### src/rtl/spiflash_reader.sv
// spiflash_reader
// Reads a run of bytes from a serial NOR flash over SPI mode 0.
// A request gives a 24-bit start address and a 16-bit byte count. Every
// received byte goes out on a valid/ready style output port.
//
// Build option:
//   SPIFLASH_FASTREAD_EN - when defined, the block uses FAST READ (0x0B) and
//                          sends 8 dummy clocks. When undefined, it uses
//                          plain READ (0x03) and has no dummy phase at all.
//
// Parameter:
//   CLK_DIV     - clk cycles per SCK level (1..255). The SCK period is
//                 2*CLK_DIV clk cycles.
//
// Ports:
//   clk, rst_n  - system clock; synchronous active-low reset
//   start       - read request. It is only sampled while idle.
//   addr, len   - start address and byte count, captured with start
//   busy        - a transaction is in progress
//   data        - received byte
//   data_valid  - data holds a byte that has not been consumed yet
//   data_ready  - the consumer takes data when this and data_valid are high
//   done        - one-cycle pulse when a transaction ends
//   spi_ss, spi_sck, spi_mosi, spi_miso - SPI bus (chip select is active low)
module spiflash_reader #(
  parameter int CLK_DIV = 4
) (
  input  logic        clk,
  input  logic        rst_n,
  input  logic        start,
  input  logic [23:0] addr,
  input  logic [15:0] len,
  output logic        busy,
  output logic [7:0]  data,
  output logic        data_valid,
  input  logic        data_ready,
  output logic        done,
  output logic        spi_ss,
  output logic        spi_sck,
  output logic        spi_mosi,
  input  logic        spi_miso
);

`ifdef SPIFLASH_FASTREAD_EN
  localparam logic [7:0] OPCODE = 8'h0B;
`else
  localparam logic [7:0] OPCODE = 8'h03;
`endif

  localparam logic [8:0] HALF_LAST  = 9'(CLK_DIV - 1);
  localparam logic [8:0] DESEL_LAST = 9'(2 * CLK_DIV - 1);

`ifdef SPIFLASH_FASTREAD_EN
  typedef enum logic [2:0] {IDLE, CMD, ADDR, DUMMY, DATA, DESEL} state_t;
`else
  typedef enum logic [2:0] {IDLE, CMD, ADDR, DATA, DESEL} state_t;
`endif

  state_t      state_q, state_d;
  logic [8:0]  div_cnt;
  logic [4:0]  bit_cnt;
  logic [4:0]  bit_last;
  logic [31:0] tx_sr;
  logic [6:0]  rx_sr;
  logic [15:0] remaining;
  logic        stalled;
  logic        tick;
  logic        stall_enter;
  logic        do_fall;
  logic        end_of_phase;

  // This process decodes the SCK timing strobes and the next state.
  // A stall holds SCK low at a byte boundary. It happens only when the
  // previous byte has not been consumed by the time the first rising edge
  // of the next byte is due.
  always_comb begin
    state_d      = state_q;
    bit_last     = (state_q == ADDR) ? 5'd23 : 5'd7;
    tick         = (div_cnt == HALF_LAST) && !stalled;
    stall_enter  = (state_q == DATA) && tick && !spi_sck &&
                   (bit_cnt == 5'd0) && data_valid;
    do_fall      = tick && spi_sck;
    end_of_phase = do_fall && (bit_cnt == bit_last);

    case (state_q)
      IDLE:  if (start && (len != 16'd0)) state_d = CMD;
      CMD:   if (end_of_phase) state_d = ADDR;
`ifdef SPIFLASH_FASTREAD_EN
      ADDR:  if (end_of_phase) state_d = DUMMY;
      DUMMY: if (end_of_phase) state_d = DATA;
`else
      ADDR:  if (end_of_phase) state_d = DATA;
`endif
      DATA:  if (end_of_phase && (remaining == 16'd0)) state_d = DESEL;
      DESEL: if (div_cnt == DESEL_LAST) state_d = IDLE;
      default: state_d = IDLE;
    endcase
  end

  // This process holds the state register and the SPI datapath.
  // MOSI changes only on falling SCK edges. MISO is sampled on the clk
  // edge that drives SCK high. The remaining-byte count is decremented on
  // the 8th rising edge, so the falling edge that follows can tell whether
  // that byte was the last one.
  always_ff @(posedge clk) begin
    if (!rst_n) begin
      state_q    <= IDLE;
      div_cnt    <= 9'd0;
      bit_cnt    <= 5'd0;
      tx_sr      <= 32'd0;
      rx_sr      <= 7'd0;
      remaining  <= 16'd0;
      stalled    <= 1'b0;
      busy       <= 1'b0;
      data       <= 8'h00;
      data_valid <= 1'b0;
      done       <= 1'b0;
      spi_ss     <= 1'b1;
      spi_sck    <= 1'b0;
      spi_mosi   <= 1'b0;
    end else begin
      state_q <= state_d;
      done    <= 1'b0;
      if (data_valid && data_ready) data_valid <= 1'b0;

      case (state_q)
        IDLE: begin
          div_cnt <= 9'd0;
          bit_cnt <= 5'd0;
          stalled <= 1'b0;
          if (start) begin
            if (len == 16'd0) begin
              done <= 1'b1;
            end else begin
              busy      <= 1'b1;
              spi_ss    <= 1'b0;
              spi_mosi  <= OPCODE[7];
              tx_sr     <= {OPCODE[6:0], addr, 1'b0};
              remaining <= len;
            end
          end
        end

        DESEL: begin
          if (div_cnt == DESEL_LAST) begin
            div_cnt <= 9'd0;
            done    <= 1'b1;
            busy    <= 1'b0;
          end else begin
            div_cnt <= div_cnt + 9'd1;
          end
        end

        default: begin
          // While stalled, the low-phase counter stays at zero. After the
          // consumer takes the byte, the low phase restarts at full length.
          if (stalled) begin
            div_cnt <= 9'd0;
            if (!data_valid) stalled <= 1'b0;
          end else if (stall_enter) begin
            stalled <= 1'b1;
            div_cnt <= 9'd0;
          end else if (tick) begin
            div_cnt <= 9'd0;
            spi_sck <= ~spi_sck;
            if (!spi_sck) begin
              if (state_q == DATA) begin
                rx_sr <= {rx_sr[5:0], spi_miso};
                if (bit_cnt == 5'd7) begin
                  data       <= {rx_sr, spi_miso};
                  data_valid <= 1'b1;
                  remaining  <= remaining - 16'd1;
                end
              end
            end else begin
              bit_cnt <= end_of_phase ? 5'd0 : bit_cnt + 5'd1;
              if ((state_q == CMD) || (state_q == ADDR)) begin
                spi_mosi <= tx_sr[31];
                tx_sr    <= {tx_sr[30:0], 1'b0};
              end else begin
                spi_mosi <= 1'b0;
              end
              if (state_d == DESEL) spi_ss <= 1'b1;
            end
          end else begin
            div_cnt <= div_cnt + 9'd1;
          end
        end
      endcase
    end
  end

endmodule

### config.mk
export PLATFORM = sky130hd
export DESIGN_NAME = spiflash_reader
export DESIGN_NICKNAME = d
export VERILOG_FILES = /design/src/rtl/spiflash_reader.sv
export SDC_FILE = /design/constraint.sdc
export NUM_CORES = 1
export LEC_CHECK = 0
export CORE_MARGIN = 4
export CORE_UTILIZATION = 43
export DETAILED_ROUTE_END_ITERATION = 10
export GPL_ROUTABILITY_DRIVEN = 0
export PLACE_DENSITY_LB_ADDON = 0.1
export SLEW_MARGIN = 40
export SYNTH_ARGS = -nofsm -noshare
export SYNTH_HDL_FRONTEND = slang
export SYNTH_SLANG_ARGS = --single-unit
### constraint.sdc
create_clock -name clk -period 5.71 [get_ports clk]
set_input_delay 1.4275 -clock clk [delete_from_list [all_inputs] [get_ports clk]]
set_output_delay 1.4275 -clock clk [all_outputs]
set_load 0.01 [all_outputs]
Word-level counts from Yosys, hierarchy flattened
Cells that the tools add are included.

Flip-flop bits (word level): 87. Logic and storage cells: 141.

Bitwise gates (word level): 5. Add/sub/neg operators: 3. Muxes and demuxes: 69. Reductions and logical operators: 35. Equality and inequality tests: 15.

Operators by type and width (count): $mux W32 (7); $mux W16 (8); $pmux W32 S2 (1); $mux W9 (4); $logic_not A16 Y1 (2); $pmux W16 S2 (1); $mux W5 (6); $mux W1 (29); $pmux W9 S2 (1); $reduce_and A8 Y1 (2); $reduce_bool A16 Y1 (1); $sub A16 B1 Y16 const B (1); $mux W3 (5); $pmux W3 S5 (1); $reduce_and A7 Y1 (2); $reduce_bool A2 Y1 (7); $logic_and A1 B1 Y1 (10); $pmux W1 S2 (5); $pmux W5 S2 (1); $add A9 B1 Y9 const B (1); $eq A9 B2 Y1 const B (1); $eq A9 B3 Y1 const B (1); $reduce_and A9 Y1 (1); $reduce_and A4 Y1 (2); 16 further kinds (27).

Depth between registers and ports, before layout
Gate-level depths: netlist of run 1.

Depth after elaboration: 14. Mapped depth: 8. Depth with buffers taken out: 7.

Worst setup path after synthesis of run 1
Ideal clock, no wire load.

Kind: input port to flip-flop. From: in len[3]. To: reg tx_sr[17]. Slack: 2.874 ns. Arrival time: 2.745 ns. Stages: 7. Data required time: 5.619 ns. Cell sequence: nor4_1 and4_1 clkbuf_1 o22a_1 nor2_1 buf_2 a311oi_1.

Cells in the longest elaborated chain, start to end: 3.

RTL lines: from (decl) (RTL line 32) `input logic [15:0] len,`; $logic_not A16 Y1 (RTL line 132) `if (len == 16'd0) begin`; $ne A2 B2 Y1 (no line); $reduce_and A8 Y1 (no line); to (signal assigned) (RTL line 138) `tx_sr <= {OPCODE[6:0], addr, 1'b0};`; to (signal assigned) (RTL line 179) `tx_sr <= {tx_sr[30:0], 1'b0};`; to (decl) (RTL line 63) `logic [31:0] tx_sr;`.

No other way between the ends. A chain may end at the register's enable or synchronous reset.

Final worst setup path of run 1
From: in len[11]. To: reg remaining[11].

Cells in the longest elaborated chain, start to end: 3. Elaborated cells between the ends (all ways): 6.

RTL lines: $logic_not A16 Y1 / $mux W16 (equally long branches) (RTL line 132); $ne A2 B2 Y1 (no line) / $mux W16 (equally long branches); $reduce_and A9 Y1 (no line) / $pmux W16 S2 (equally long branches); to (signal assigned) (RTL line 139) `remaining <= len;`; to (signal assigned) (RTL line 172) `remaining <= remaining - 16'd1;`; to (decl) (RTL line 65) `logic [15:0] remaining;`.

Parallel ways exist; a longest one is shown, timed or not. The select of a mux whose other input is x is not followed.

==> results.py, run 1 <==
metrics = {
    "grt": {
        "grt_overflow_total": 0,
        "use_met2_pct": 29.8,
        "met3_usage_pct": 3.84,
        "use_met1_pct": 25.3,
        "top_usage_layer": "met2",
        "grt_antenna_before_repair": 0,
        "grtUsageTotal_pct": 19.2,
        "grt_first_pass_wirelength_um": 18200,
        "grt_max_degree": 63,
        "grt_pass1_vias": 3876,
    },
    "clock_network": {
        "clockRootBuffer": "clkbuf_8",
        "postCtsSetupBuffers": 0,
        "cts_hold_buf": 0,
        "numClockSinks": 86,
        "clock_path_buffers": 2,
        "cts_resized": 0,
        "cts_tree": "done",
        "clk_latency_ns": 0.36,
        "numCtsBuffers": 9,
        "htree_levels": 3,
        "path_clk_slew_ns": 0.09,
    },
    "setup_path": {
        "cpLargestDelayFamily": "simple AND/OR/NAND/NOR gates",
        "crit_path_top_delay_cell": "a211o_1",
        "worstPathMaxFanout": 22,
        "timing.rr.start": "div_cnt[0]",
        "cp-startpoint": "len[11]",
        "path_cells": "clkdlybuf4s50_1 > nor4_1 > and4_1 > a211o_1 > or2_1 > o21ai_0",
        "rr_worst_depth": 6,
        "worstSetupStartpointType": "input port",
        "crit_required_ns": 5.94,
        "setup.worst_path.class": "input port to flop",
        "worstPathArrival_ns": 3.86,
        "slowest_delay_ns": 0.59,
        "cp.buffers_inverters": 1,
        "endpoint_kind": "flop",
        "crit_cells": 6,
    },
    "yosys": {
        "syn-num-nets": 582,
        "synth-simple-area-share_pct": 23.3,
        "synth.area.mux_share_pct": 3.77,
        "synth-async-reset-ratio_pct": 0,
        "synth_area_um2": 4250,
        "synth_ff_type": "dfxtp_1",
        "synth_top_family_by_area": "compound AO/OA/AOI/OAI gates",
        "ys_warn_count": 0,
        "syn_inst": 532,
        "syn-mean-instance-area_um2": 7.98,
        "synth_compound_area_share_pct": 23.6,
        "ys_seq_area_share_pct": 40.6,
        "synth_edf_count": 0,
        "synthAdderAreaFrac_pct": 1.47,
        "ys_ff_latch": 86,
        "synth-xor-area-share_pct": 2.06,
        "ys_types": 55,
    },
    "die": {
        "die_x_um": 107,
        "rows": 36,
        "core_um2": 9680,
        "io_pins": 59,
        "die_h_um": 107,
        "initial_core_util_pct": 43.8,
        "die_area_um2": 11500,
    },
    "final_layout": {
        "final_common_cell": "dfxtp_1",
        "drive_gt1_share_pct": 5.49,
        "n_antenna_cell": 0,
        "fin_cells": 698,
        "seq_area_um2": 1720,
        "post-route-util_pct": 52.4,
        "multiInputGateArea_um2": 2320,
        "final_area_um2": 5070,
        "layout_common_cells": "dfxtp_1 (86), nand2_1 (79), clkdlybuf4s50_1 (58)",
        "fill_cells": 953,
        "nets": 610,
        "areaGrowthSynthToFinish_pct": 19.4,
    },
    "sta": {
        "whs_ns": 0.453,
        "slew_headroom_pct": 45.6,
        "rsz0062_at_grt": "no",
        "hold_viol": 0,
        "fin_setup_tns_ns": 0,
        "period_share_pct": 63.7,
        "finalSetupViolations": 0,
        "period_minus_slack_ns": 3.64,
        "worstMarginPinSlew_ns": 0.817,
        "skew_ns": 0.0131,
        "slew_violations": 0,
        "fmax_mhz": 275,
    },
    "route": {
        "wl_um": 10900,
        "drt_first_pass_iters": 5,
        "routed_via_density": 5.81,
        "num_vias": 4052,
        "drtIter0Drc": 229,
        "ant_nets": 0,
        "drc": 0,
        "post_drt_wl_per_cell_um": 15.7,
    },
    "min_path": {
        "hold_path.startpoint": "div_cnt[0]",
        "hold_depth": 1,
        "hp-class": "flop to flop",
    },
    "pwr": {
        "p_int_uw": 931,
        "netSwitchingFraction_pct": 29.5,
        "max-vdd-ir-drop_mv": 0.118,
        "comb_power_share_pct": 17.3,
        "clkPwrFrac_pct": 33.2,
        "switchingPower_uw": 390,
        "power_frac_seq_pct": 49.5,
        "p_per_area_nw_per_um2": 261,
        "cellLeakagePower_nw": 1.85,
    },
    "placement": {
        "dp_cells": 682,
        "dp_hpwl_um": 7030,
        "placed_area_um2": 4870,
        "io_buffers": 58,
    },
    "flow_run": {
        "drv_cap": 0,
    },
    "outcome": {
        "status": "complete, no violations",
    },
}
-- per-layer routing --
layer	part of all wire, %	routed length, um
met3	5.8	633
met4	1.6	180
met1	46	5010
met5	0	0
met2	47	5110
-- kinds of logic after synthesis --
logic type      Yosys count
xor+xnor                 10
buf+inv                  56
fa+ha+maj                 5
simple gates            209
flops                    86
compound gates          150
mux                      16
-- cells in the mapped netlist, drive strengths merged (2+ instances only) --
library cell / n / area share [%]
a211o: 4 / 0.83
a211oi: 3 / 0.53
a21oi: 44 / 5.2
a22oi: 4 / 0.71
a311oi: 23 / 4.7
a31oi: 8 / 1.2
a32oi: 3 / 0.62
and3: 4 / 0.59
and4: 2 / 0.41
buf: 10 / 1.1
clkbuf: 37 / 3.3
dfxtp: 86 / 41
ha: 5 / 1.5
inv: 9 / 0.80
mux2i: 16 / 3.8
nand2: 79 / 7.0
nand2b: 2 / 0.29
nand3: 18 / 2.1
nand3b: 5 / 0.88
nand4: 8 / 1.2
nor2: 48 / 4.2
nor2b: 2 / 0.29
nor3: 11 / 1.4
nor3b: 5 / 0.88
nor4: 8 / 1.2
o211ai: 6 / 1.1
o21a: 3 / 0.53
o21ai: 27 / 3.2
o22a: 2 / 0.41
o22ai: 2 / 0.29
o311ai: 4 / 0.83
o31a: 3 / 0.62
o31ai: 5 / 0.88
o32a: 2 / 0.47
or2: 3 / 0.44
or3: 7 / 1.0
or3b: 2 / 0.41
or4: 2 / 0.35
xnor2: 5 / 1.0
xor2: 5 / 1.0
-- registers in the layout (all words and copies together), names as in the netlist, 3 cells and up --
| name | count |
|---|---|
| bit_cnt | 5 |
| data | 8 |
| div_cnt | 9 |
| remaining | 16 |
| rx_sr | 7 |
| state_q | 3 |
| tx_sr | 31 |
-- final timing paths --
check	end	slack (ns)
setup / recovery	remaining[11]	2.07
hold / removal	div_cnt[0]	0.45
setup reg to reg	state_q[0]	2.82
hold reg to reg	div_cnt[0]	0.45
-- cell type report --
class	count	area share [%]
clock inverters	6	1.41
clock buffers	10	2.52
inverters	9	0.716
flip-flops and latches	86	34.0
well taps	133	3.28
multi-input cells	390	45.8
repair buffers	64	12.3
-- worst register-to-register path: stages (launching register included) --
cell and delay (ns):
dfxtp_1 0.36, ha_1 0.28, nor3b_1 0.24, and3_1 0.72, nand3_1 0.49, or3b_2 0.57, a31oi_1 0.16
-- stage by stage --
stage / setup slack [ns] / power, mW
CTS: 2.12 / 1.33
global placement: 1.82 / 0.890
detailed placement: 1.76 / 0.894
floorplan: 2.87 / 0.816
global route: 1.87 / 1.39
finish: 2.07 / 1.32
-- power groups by stage --
| stage | clock network [mW] | logic, mW | registers (mW) |
|---|---|---|---|
| floorplan | 0 | 0.156 | 0.660 |
| global placement | 0 | 0.224 | 0.666 |
| detailed placement | 0 | 0.227 | 0.667 |
| CTS | 0.453 | 0.228 | 0.653 |
| global route | 0.476 | 0.255 | 0.658 |
| finish | 0.439 | 0.229 | 0.654 |
No activity file was read; power rests on OpenSTA's default activity.
==> run 2, diff against run 1 <==
clock period = 3.1 ns   (was 5.71 ns; I/O delays follow)
==> results.py, run 2 (synthesis gave the netlist of run 1 again) <==
metrics = {
    "route": {
        "wl_um": 10800,
        "drc": 0,
        "ant_nets": 0,
        "routed_via_density": 5.78,
        "drt_first_pass_iters": 5,
        "drtIter0Drc": 153,
        "num_vias": 4085,
        "post_drt_wl_per_cell_um": 15.3,
    },
    "pwr": {
        "netSwitchingFraction_pct": 31.3,
        "cellLeakagePower_nw": 1.89,
        "comb_power_share_pct": 18.3,
        "p_per_area_nw_per_um2": 470,
        "max-vdd-ir-drop_mv": 0.269,
        "clkPwrFrac_pct": 31.9,
        "p_int_mw": 1.66,
        "power_frac_seq_pct": 49.8,
        "switchingPower_uw": 757,
    },
    "outcome": {
        "status": "complete, no violations",
    },
    "clock_network": {
        "cts_tree": "done",
        "clk_latency_ns": 0.36,
        "htree_levels": 3,
        "numClockSinks": 86,
        "path_clk_slew_ns": 0.10,
        "numCtsBuffers": 9,
        "clock_path_buffers": 2,
        "cts_resized": 0,
        "postCtsSetupBuffers": 0,
        "cts_hold_buf": 0,
        "clockRootBuffer": "clkbuf_8",
    },
    "final_layout": {
        "drive_gt1_share_pct": 6.97,
        "largest_reg_flops": 31,
        "nets": 619,
        "seq_area_um2": 1720,
        "top_regs": "tx_sr: 31 flops, remaining: 16 flops, div_cnt: 9 flops",
        "largest_register": "tx_sr",
        "areaGrowthSynthToFinish_pct": 21.2,
        "layout_common_cells": "dfxtp_1 (86), nand2_1 (79), clkdlybuf4s50_1 (58)",
        "fill_cells": 975,
        "final_common_cell": "dfxtp_1",
        "final_area_um2": 5150,
        "n_antenna_cell": 0,
        "multiInputGateArea_um2": 2320,
    },
    "setup_path": {
        "worstPathMaxFanout": 25,
        "path_cells": "clkdlybuf4s50_1 > nor4_1 > and4_1 > o22a_1 > nor2_1 > buf_12 > a311oi_1",
        "crit_required_ns": 3.36,
        "cpLargestDelayFamily": "simple AND/OR/NAND/NOR gates",
        "endpoint_kind": "flop",
        "slowest_delay_ns": 0.43,
        "rrSetupSlack_ns": 0.67,
        "worstSetupStartpointType": "input port",
        "worstPathArrival_ns": 2.75,
        "cp.buffers_inverters": 2,
        "crit_path_top_delay_cell": "clkdlybuf4s50_1",
        "setup.worst_path.class": "input port to flop",
    },
    "die": {
        "initial_core_util_pct": 43.8,
        "rows": 36,
        "die_x_um": 107,
        "die_area_um2": 11500,
        "io_pins": 59,
        "core_um2": 9680,
        "die_h_um": 107,
    },
    "flow_run": {
        "drv_cap": 0,
    },
    "sta": {
        "skew_ns": 0.00836,
        "fin_setup_tns_ns": 0,
        "rsz0062_at_grt": "no",
        "slew_violations": 0,
        "slew_headroom_pct": 56.0,
        "hold_viol": 0,
        "period_minus_slack_ns": 2.49,
        "period_share_pct": 80.3,
        "fmax_mhz": 402,
        "finalSetupViolations": 0,
        "worstMarginPinSlew_ns": 0.654,
    },
    "grt": {
        "grt_overflow_total": 0,
        "grt_first_pass_wirelength_um": 18100,
        "grt_pass1_vias": 3676,
        "top_usage_layer": "met2",
        "grt_max_degree": 61,
        "grt_antenna_before_repair": 0,
        "use_met1_pct": 26.2,
        "grtUsageTotal_pct": 18.9,
        "use_met2_pct": 29.8,
        "met3_usage_pct": 3.54,
    },
    "placement": {
        "io_buffers": 58,
        "dp_hpwl_um": 7080,
        "placed_area_um2": 4960,
    },
    "min_path": {
        "hp-class": "flop to flop",
    },
}
-- run 2: cell types whose count changed in the layout (fill, tap and decap cells not counted) --
cell and change:
inv_4 -1, buf_12 +2, o21a_1 +1, inv_6 +1, bufinv_16 -1, clkbuf_1 -1, clkinvlp_4 +1, inv_2 +1
buf_4 +7, inv_8 +2, clkinv_4 -2, o21a_2 -1
-- run 2: area by class of cell --
cell class	count	share of cell area (%)
clock inverter	7	1.22
sequential	86	33.5
multi-input combinational	390	45.1
clock buffer	9	2.41
tap	133	3.23
inverter	9	0.656
timing repair buffer	73	14.0
-- run 2: through the flow --
step                utilization, %  setup slack [ns]  power [mW]  hold WS [ns]  cells
global placement              51.2             0.237        1.66         0.431    691
floorplan                        -             0.916        1.50         0.418    532
finish                        53.1             0.611        2.42         0.456    707
CTS                           53.1             0.603        2.44         0.461    707
detailed placement            51.2             0.250        1.67         0.446    691
global route                  53.1             0.366        2.54         0.481    707
-- run 2: power groups by stage --
stage	combinational, mW	clock, mW	sequential (mW)
floorplan	0.287	0	1.22
global placement	0.435	0	1.23
detailed placement	0.441	0	1.23
CTS	0.442	0.792	1.20
global route	0.491	0.834	1.21
finish	0.442	0.773	1.21
-- run 2: worst paths after layout --
check | depth (start not counted) | endpoint | start
worst min register to register | 1 | div_cnt[0] | div_cnt[0]
worst max-delay path | 7 | tx_sr[4] | len[3]
worst max register to register | 6 | state_q[0] | div_cnt[0]
worst min-delay path | 1 | div_cnt[0] | div_cnt[0]
-- run 2: layer usage --
layer	wire [um]	vias to the layer above
met1	5170	1939
met5	0	-
met4	135	0
met2	4940	113
met3	602	12
li1	-	2021
==> run 3, diff against run 2 <==
clock period = 2.6 ns   (was 3.1 ns; I/O delays follow)
==> results.py, run 3 (synthesis gave the netlist of run 1 again) <==
metrics = {
    "sta": {
        "slew_headroom_pct": 65.7,
        "finalSetupViolations": 0,
        "slew_violations": 0,
        "hold_viol": 0,
        "period_share_pct": 89.0,
        "fin_ws_ns": 0.285,
        "worstMarginPinSlew_ns": 0.510,
        "rsz0062_at_grt": "no",
        "fin_setup_tns_ns": 0,
        "skew_ns": 0.0137,
        "period_minus_slack_ns": 2.31,
        "fmax_mhz": 432,
    },
    "final_layout": {
        "layout_common_cells": "dfxtp_1 (86), nand2_1 (79), clkdlybuf4s50_1 (58)",
        "nets": 641,
        "largest_register": "tx_sr",
        "post-route-util_pct": 54.9,
        "areaGrowthSynthToFinish_pct": 25.2,
        "n_antenna_cell": 0,
        "top_regs": "tx_sr: 31 flops, remaining: 16 flops, div_cnt: 9 flops",
        "largest_reg_flops": 31,
        "drive_gt1_share_pct": 10.1,
        "final_common_cell": "dfxtp_1",
        "fill_cells": 921,
    },
    "flow_run": {
        "drv_cap": 0,
    },
    "setup_path": {
        "worstSetupStartpointType": "input port",
        "worstPathMaxFanout": 10,
        "worstPathArrival_ns": 2.60,
        "slowest_delay_ns": 0.48,
        "path_cells": "clkdlybuf4s50_1 > nor4_1 > buf_4 > and4_1 > a211o_1 > buf_4 > or3_1 > a31oi_1",
        "cpMostUsedCell": "buf_4",
        "crit_required_ns": 2.88,
        "crit_path_top_delay_cell": "clkdlybuf4s50_1",
        "endpoint_kind": "flop",
        "setup.worst_path.class": "input port to flop",
    },
    "clock_network": {
        "cts_tree": "done",
        "clk_latency_ns": 0.36,
        "path_clk_slew_ns": 0.08,
        "htree_levels": 3,
        "clock_path_buffers": 2,
        "postCtsSetupBuffers": 0,
        "cts_resized": 0,
        "numCtsBuffers": 9,
        "clockRootBuffer": "clkbuf_8",
        "numClockSinks": 86,
        "cts_hold_buf": 0,
    },
    "pwr": {
        "cellLeakagePower_nw": 2.00,
        "p_per_area_nw_per_um2": 553,
        "max-vdd-ir-drop_mv": 0.386,
    },
    "grt": {
        "grt_first_pass_wirelength_um": 18500,
        "grt_antenna_before_repair": 0,
        "grt_overflow_total": 0,
        "grtUsageTotal_pct": 19.5,
        "grt_max_degree": 44,
        "grt_pass1_vias": 3899,
    },
    "route": {
        "ant_nets": 0,
        "drtIter0Drc": 183,
        "drt_first_pass_iters": 5,
        "drc": 0,
        "num_vias": 4097,
        "wl_um": 11000,
        "post_drt_wl_per_cell_um": 15.1,
        "routed_via_density": 5.63,
    },
    "placement": {
        "dp_hpwl_um": 7650,
        "pre_cts_slack_ns": -0.0801,
        "io_buffers": 58,
    },
    "min_path": {
        "hp-class": "flop to flop",
    },
    "die": {
        "initial_core_util_pct": 43.8,
        "die_area_um2": 11500,
        "die_h_um": 107,
        "core_um2": 9680,
        "io_pins": 59,
        "die_x_um": 107,
        "rows": 36,
    },
    "outcome": {
        "status": "complete, no violations",
    },
}
## run 3: changes by cell type in the layout (fill, tap and decap cells not counted), sizes merged
| cell | delta |
|---|---|
| buf | +22 |
| inv | -2 |
| bufinv | +1 |
## run 3: worst paths after layout
| path | from | endpoint | slack, ns | cells past startpoint |
|---|---|---|---|---|
| setup reg to reg | state_q[1] | remaining[6] | 0.31 | 6 |
| hold / removal | div_cnt[0] | div_cnt[0] | 0.45 | 1 |
| setup / recovery | len[11] | remaining[14] | 0.29 | 8 |
| hold reg to reg | div_cnt[0] | div_cnt[0] | 0.45 | 1 |
## run 3: where the power goes
part | leakage [nW] | internal (mW) | switching (mW)
Clock | 0.0883 | 0.445 | 0.502
Combinational | 1.21 | 0.253 | 0.303
Sequential | 0.701 | 1.38 | 0.0492
Total | 2.00 | 2.08 | 0.855
## run 3: worst max-delay path, delay by kind of cell
| family | cells | cell delay (ns) |
|---|---|---|
| buffers and inverters | 3 | 0.79 |
| AND/OR/NAND/NOR | 3 | 0.64 |
| AO/OA/AOI/OAI | 2 | 0.52 |
## run 3: metrics by stage
step                      hold slack, ns  cell area, um2  cells  total power, mW
final                              0.450            5320    728             2.94
after global routing               0.476            5320    728             3.09
after detailed placement           0.438            5120    713             2.02
after floorplan                    0.418            4250    532             1.79
after CTS                          0.451            5320    728             2.97
after global placement             0.431            5120    713             2.01
## run 3: area by class of cell
cell class              instances  area [um2]  share of cell area [%]
clock buffers                   9         124                    2.33
well taps                     133         166                    3.13
inverters                       9        33.8                   0.636
multi-input cells             390        2320                    43.6
clock inverters                 6        70.1                    1.32
flip-flops and latches         86        1720                    32.4
repair buffers                 95         883                    16.6
## run 3: routing by layer
layer  global-route usage (%)  vias to the layer above  wire, um
met4                     5.59                        0       146
met1                     25.6                     1928      5120
li1                         -                     2054         -
met5                        0                        -         0
met2                     31.8                      100      5150
met3                     4.74                       15       561
